$ cat config.mk
export PLATFORM = sky130hd
export DESIGN_NAME = data_lane_ctrl
export DESIGN_NICKNAME = d
export VERILOG_FILES = /design/src/rtl/data_lane_ctrl.sv
export SDC_FILE = /design/constraint.sdc
export NUM_CORES = 1
export LEC_CHECK = 0
export CAP_MARGIN = 25
export CORE_ASPECT_RATIO = 0.6
export CORE_MARGIN = 3
export CORE_UTILIZATION = 45
export DETAILED_ROUTE_END_ITERATION = 8
export PLACE_DENSITY = 0.8
export SLEW_MARGIN = 20
export SYNTH_ARGS = -nofsm -noshare
export SYNTH_HDL_FRONTEND = slang
export SYNTH_SLANG_ARGS = --single-unit
$ cat constraint.sdc
create_clock -name byte_clk -period 1.8 [get_ports byte_clk]
set_clock_uncertainty 0.05 [all_clocks]
set_input_delay 0.18 -clock byte_clk [delete_from_list [all_inputs] [get_ports byte_clk]]
set_output_delay 0.18 -clock byte_clk [all_outputs]
set_load 0.02 [all_outputs]
$ cat src/rtl/data_lane_ctrl.sv
// DSI data-lane byte-clock sequencer: LP-11 -> LP-01 -> LP-00 -> HS-zero -> sync 0xB8 -> payload -> trail -> LP-11.
// Optional burst/byte statistics outputs are built when DATA_LANE_CTRL_STATS_EN is defined.
module data_lane_ctrl #(
    parameter int unsigned T_LPX   = 6'd2,
    parameter int unsigned T_PREP  = 6'd3,
    parameter int unsigned T_ZERO  = 6'd6,
    parameter int unsigned T_TRAIL = 6'd4,
    parameter int unsigned T_EXIT  = 6'd4
) (
    input  logic        byte_clk,
    input  logic        byte_rst_n,
    input  logic        tx_req,
    input  logic [7:0]  tx_data,
    input  logic        tx_valid,
    input  logic        tx_last,
    output logic        tx_ready,
    output logic        busy,
    output logic        underrun,
    output logic [7:0]  hs_data,
    output logic        hs_enable,
    output logic        hs_hi_z,
    output logic        lp_p,
`ifdef DATA_LANE_CTRL_STATS_EN
    output logic        lp_n,
    output logic [15:0] burst_cnt,
    output logic [15:0] byte_cnt
`else
    output logic        lp_n
`endif
);

    typedef enum logic [2:0] {
        IDLE  = 3'd0,
        LPX   = 3'd1,
        PREP  = 3'd2,
        ZERO  = 3'd3,
        SYNC  = 3'd4,
        DATA  = 3'd5,
        TRAIL = 3'd6,
        EXIT  = 3'd7
    } state_t;

    localparam logic [7:0] LPX_LOAD_C   = 8'(T_LPX - 1);
    localparam logic [7:0] PREP_LOAD_C  = 8'(T_PREP - 1);
    localparam logic [7:0] ZERO_LOAD_C  = 8'(T_ZERO - 1);
    localparam logic [7:0] TRAIL_LOAD_C = 8'(T_TRAIL - 1);
    localparam logic [7:0] EXIT_LOAD_C  = 8'(T_EXIT - 1);
    localparam logic [7:0] SYNC_BYTE_C  = 8'hB8;

    state_t     state_r, state_s;
    logic [7:0] timer_r, timer_s;
    logic [7:0] last_byte_r, last_byte_s;
    logic       ready_s, underrun_s, accept_s;
    logic       lp_p_s, lp_n_s, hi_z_s, enable_s;
    logic [7:0] hs_data_s;

    // Next-state, timer and byte-capture logic.
    // The accept window opens with SYNC so each byte lands on hs_data in the DATA cycle after it is taken.
    always_comb begin
        state_s     = state_r;
        timer_s     = timer_r;
        last_byte_s = last_byte_r;
        ready_s     = 1'b0;
        underrun_s  = 1'b0;
        accept_s    = 1'b0;
        case (state_r)
            IDLE: begin
                if (tx_req) begin
                    state_s = LPX;
                    timer_s = LPX_LOAD_C;
                end else begin
                    timer_s = 8'd0;
                end
            end
            LPX: begin
                if (timer_r == 8'd0) begin
                    state_s = PREP;
                    timer_s = PREP_LOAD_C;
                end else begin
                    timer_s = timer_r - 8'd1;
                end
            end
            PREP: begin
                if (timer_r == 8'd0) begin
                    state_s = ZERO;
                    timer_s = ZERO_LOAD_C;
                end else begin
                    timer_s = timer_r - 8'd1;
                end
            end
            ZERO: begin
                if (timer_r == 8'd0) begin
                    state_s     = SYNC;
                    timer_s     = 8'd0;
                    ready_s     = 1'b1;
                    last_byte_s = SYNC_BYTE_C;
                end else begin
                    timer_s = timer_r - 8'd1;
                end
            end
            SYNC, DATA: begin
                if (tx_ready && tx_valid) begin
                    accept_s    = 1'b1;
                    last_byte_s = tx_data;
                    state_s     = DATA;
                    ready_s     = ~tx_last;
                end else if (tx_ready) begin
                    // HS lane cannot stall: a missing byte ends the burst.
                    underrun_s = 1'b1;
                    state_s    = TRAIL;
                    timer_s    = TRAIL_LOAD_C;
                end else begin
                    state_s = TRAIL;
                    timer_s = TRAIL_LOAD_C;
                end
            end
            TRAIL: begin
                if (timer_r == 8'd0) begin
                    state_s = EXIT;
                    timer_s = EXIT_LOAD_C;
                end else begin
                    timer_s = timer_r - 8'd1;
                end
            end
            EXIT: begin
                if (timer_r == 8'd0) begin
                    state_s = IDLE;
                    timer_s = 8'd0;
                end else begin
                    timer_s = timer_r - 8'd1;
                end
            end
            default: begin
                state_s = IDLE;
                timer_s = 8'd0;
            end
        endcase
    end

    // Output decode from the next state so pins change on the state-entry edge.
    always_comb begin
        lp_p_s    = 1'b0;
        lp_n_s    = 1'b0;
        hi_z_s    = 1'b1;
        enable_s  = 1'b0;
        hs_data_s = 8'h00;
        case (state_s)
            IDLE, EXIT: begin
                lp_p_s = 1'b1;
                lp_n_s = 1'b1;
            end
            LPX: begin
                lp_n_s = 1'b1;
            end
            PREP: begin
                hi_z_s = 1'b1;
            end
            ZERO: begin
                hi_z_s   = 1'b0;
                enable_s = 1'b1;
            end
            SYNC: begin
                hi_z_s    = 1'b0;
                enable_s  = 1'b1;
                hs_data_s = SYNC_BYTE_C;
            end
            DATA: begin
                hi_z_s    = 1'b0;
                enable_s  = 1'b1;
                hs_data_s = accept_s ? tx_data : 8'h00;
            end
            TRAIL: begin
                hi_z_s    = 1'b0;
                enable_s  = 1'b1;
                hs_data_s = last_byte_s[7] ? 8'h00 : 8'hFF;
            end
            default: begin
                lp_p_s = 1'b1;
                lp_n_s = 1'b1;
            end
        endcase
    end

    // State, timer and registered pin outputs.
    always_ff @(posedge byte_clk or negedge byte_rst_n) begin
        if (!byte_rst_n) begin
            state_r     <= IDLE;
            timer_r     <= 8'd0;
            last_byte_r <= 8'h00;
            lp_p        <= 1'b1;
            lp_n        <= 1'b1;
            hs_hi_z     <= 1'b1;
            hs_enable   <= 1'b0;
            hs_data     <= 8'h00;
            tx_ready    <= 1'b0;
            busy        <= 1'b0;
            underrun    <= 1'b0;
        end else begin
            state_r     <= state_s;
            timer_r     <= timer_s;
            last_byte_r <= last_byte_s;
            lp_p        <= lp_p_s;
            lp_n        <= lp_n_s;
            hs_hi_z     <= hi_z_s;
            hs_enable   <= enable_s;
            hs_data     <= hs_data_s;
            tx_ready    <= ready_s;
            busy        <= (state_s != IDLE);
            underrun    <= underrun_s;
        end
    end

`ifdef DATA_LANE_CTRL_STATS_EN
    // Burst counter wraps; byte counter saturates and restarts with each burst.
    always_ff @(posedge byte_clk or negedge byte_rst_n) begin
        if (!byte_rst_n) begin
            burst_cnt <= 16'd0;
            byte_cnt  <= 16'd0;
        end else begin
            if (state_r == EXIT && state_s == IDLE) begin
                burst_cnt <= burst_cnt + 16'd1;
            end else begin
                burst_cnt <= burst_cnt;
            end
            if (state_r == IDLE && state_s == LPX) begin
                byte_cnt <= 16'd0;
            end else if (accept_s && byte_cnt != 16'hFFFF) begin
                byte_cnt <= byte_cnt + 16'd1;
            end else begin
                byte_cnt <= byte_cnt;
            end
        end
    end
`endif

endmodule

==> impl_metrics.json <==
{
  "timing_endpoint_of_the_critical_path": "hs_data[4]",
  "h-tree-depth": 1,
  "unrepaired_setup_endpoints_after_global_routing": "true",
  "worst-endpoint-required_ns": 1.95,
  "maxCapViolCount": 0,
  "post_dp_cell_area_um2": 1724,
  "netlist.area_leader.share_pct": 44.57,
  "post_synth_instance_area_um2": 1348,
  "critical_path_peak_fanout": 7,
  "routed_via_density": 5.386,
  "synth_top_flop_cell": "dfrtp_1",
  "timing.final.ws_setup_ns": 0.03662,
  "residual_drc": 0,
  "synth_top_area_cell": "dfrtp_1",
  "placeableCoreArea_um2": 2680,
  "hp-class": "input port to asynchronous set/reset pin",
  "number_of_global_route_vias_before_repair": 1022,
  "routabilityCongestion": 0.9200,
  "pre_cts_ws_ns": 0.03178,
  "antenna-diode-count": 0,
  "worst_setup_hold_path_clk_slew_ns": 0.10,
  "synth_cell_types": 46,
  "drv_slew": 0,
  "final_design_area_no_fill_um2": 1789,
  "total_die_area_um2": 3709,
  "cts_inserted_buffers": 3,
  "netlist_top_cells_area": "dfrtp_1 45%, dfstp_2 5.8%, nand2_1 4.5%, o21ai_0 3.3%, o211ai_1 3.3%",
  "drive_gt1_share_pct": 21.56,
  "criticalPathCategory": "register to register",
  "clock_buffer_depth": 2,
  "worst_skew_pair.late_latency_ns": 0.28,
  "synth_nets": 140,
  "drtPass1Iterations": 4,
  "r2r.worst_path.cells": 6,
  "worst_ep_arrival_time_ns": 1.92,
  "crit_path_start": "timer_r[1]",
  "hpwlAfterDp_um": 2168,
  "r2r_slack_ns": 0.04,
  "postRouteWirelength_um": 2921,
  "relSlewSlack_pct": 68.49,
  "tritoncts_num_sinks": 27,
  "total_number_of_nets_in_the_final_design": 182,
  "period_minus_slack_ns": 1.763,
  "crit-reg2reg-launch": "timer_r[1]",
  "start_kind": "register",
  "min_period_over_period_pct": 97.97,
  "power_per_cell_area_nw_per_um2": 1599,
  "clock_tree_from_tritoncts": "done",
  "ios": 28,
  "dr_total_vias": 1115,
  "synthesis.instances": 126,
  "track_usage_pct": 16.07,
  "proportion_of_register_bits_with_asynchronous_set_or_reset_after_synthesis_pct": 100.0,
  "worst_slew_pin_tran_ns": 0.4677,
  "initial_utilization_pct": 50.28,
  "die-width_um": 76.65,
  "synth_enable_flop_cells": 0,
  "antenna_found_initial": 0,
  "post_cts_hold_buffer_count": 0,
  "worst_setup_path_end_kind": "register",
  "clockRootBuffer": "clkbuf_8",
  "fp-row-count": 14,
  "post_syn_area_per_cell_um2": 10.69,
  "grt_max_degree": 28,
  "crit-reg2reg-capture": "hs_data[4]",
  "post_drt_wl_per_cell_um": 14.11,
  "setup_viol": 0,
  "power.static_leakage_uw": 0.0007734,
  "layout-area-overhead-vs-synth_pct": 32.78,
  "status": "completed",
  "overflow": 0,
  "drtIter0Drc": 48,
  "yosysWarningCount": 0,
  "report.final.hold_viol_count": 0,
  "drt.antenna.violating_nets": 0,
  "ys_ff_latch": 27,
  "peakVddDrop_v": 0.0006977,
  "die_h_um": 48.39,
  "grt_pass1_wl_um": 4761,
  "yosysSeqAreaShare_pct": 50.42,
  "buffer_ports.inserted": 27,
  "p_total_uw": 2862,
  "clock.fmax_mhz": 567.1
}
## layout by cell type (no fill, tap or decap), types with 2 or more instances in the layout
cell type / instances
clkdlybuf4s50_1: 27
dfrtp_1: 23
buf_4: 19
nand2_1: 16
o21ai_0: 9
nor2_1: 9
o211ai_1: 6
xnor2_1: 5
inv_1: 3
a21oi_1: 3
nor3_1: 3
clkbuf_8: 3
dfstp_2: 3
nand4b_1: 2
nor2b_1: 2
mux2i_1: 2
nor3b_1: 2
xor2_1: 2
nor4b_1: 2
## worst max-delay path, stage by stage, from the launching register on
cell,delay (ns)
dfrtp_1,0.41
inv_1,0.08
ha_1,0.18
nor3b_4,0.26
nand2_4,0.11
or3_1,0.48
o211ai_1,0.13
## sequential cells by signal, indices dropped and copies added (netlist names)
signal	cells
hs_data	8
timer_r	8
state_r	3
busy	1
hs_enable	1
hs_hi_z	1
last_byte_r	1
lp_n	1
lp_p	1
tx_ready	1
underrun	1
## per-layer routing
metal / GRT usage, % / vias up / part of all wire (%)
met1: 22.80 / 529 / 50
met5: 0 / - / 0
li1: - / 528 / -
met2: 24.49 / 52 / 43
met4: 2.410 / 0 / 0.65
met3: 5.370 / 6 / 6.9
## where the power goes
group | switching, uW | total (uW) | internal, uW | leakage [uW]
Clock | 207 | 370 | 163 | 0.0000261
Sequential | 210 | 1080 | 872 | 0.000327
Combinational | 688 | 1410 | 723 | 0.000420
Total | 1100 | 2860 | 1760 | 0.000773
## worst min-delay path by stage
| stage | startpoint | end | cells after the start |
|---|---|---|---|
| floorplan | byte_rst_n | busy | 0 |
| global placement | last_byte_r[7] | last_byte_r[7] | 2 |
| detailed placement | last_byte_r[7] | last_byte_r[7] | 2 |
| CTS | byte_rst_n | state_r[1] | 2 |
| global route | byte_rst_n | underrun | 2 |
| finish | byte_rst_n | hs_enable | 2 |
## per-stage QoR
| stage | setup TNS (ns) | util [%] | hold slack, ns | cells |
|---|---|---|---|---|
| 2_1_floorplan | 0 | - | -0.1656 | 126 |
| 3_3_place_gp | 0 | 64.33 | 0.4314 | 202 |
| 3_5_place_dp | 0 | 64.33 | 0.4476 | 202 |
| 4_1_cts | 0 | 66.43 | 0.2251 | 206 |
| 5_1_grt | -0.0009923 | 66.76 | 0.2445 | 207 |
| 6_report | 0 | 66.76 | 0.2192 | 207 |
## synthesized netlist by cell type, drive strengths merged (3+ instances only)
library cell,instances
xnor2,5
a21oi,3
o211ai,6
nor3b,3
inv,3
nand2,17
dfrtp,24
clkbuf,4
buf,5
nor3,3
dfstp,3
nor2,9
o21ai,9
## what timing repair did
| item | 4_1_cts | 5_1_grt |
|---|---|---|
| pin swaps | 0 | 1 |
| gates resized for setup | 1 | 2 |
| setup buffers | 0 | 1 |
| endpoints found under the setup margin | 1 | 12 |
## cell type report
| cell class | count | area, um^2 |
|---|---|---|
| Multi-Input combinational cell | 87 | 584.3 |
| Clock inverter | 1 | 8.758 |
| Inverter | 3 | 11.26 |
| Fill cell | 210 | 890.9 |
| Tap cell | 40 | 50.05 |
| Clock buffer | 3 | 41.29 |
| Sequential cell | 27 | 680.7 |
| Timing Repair Buffer | 46 | 412.9 |
## kinds of logic after synthesis
kind of cell    Yosys count  synth area share, %
buf+inv                  12                6.684
simple gates             48                20.61
fa+ha+maj                 1               0.9284
compound gates           29                15.32
mux                       2                1.486
xor+xnor                  7                4.550
flops                    27                50.42
Power figures use the tool's default switching activity.
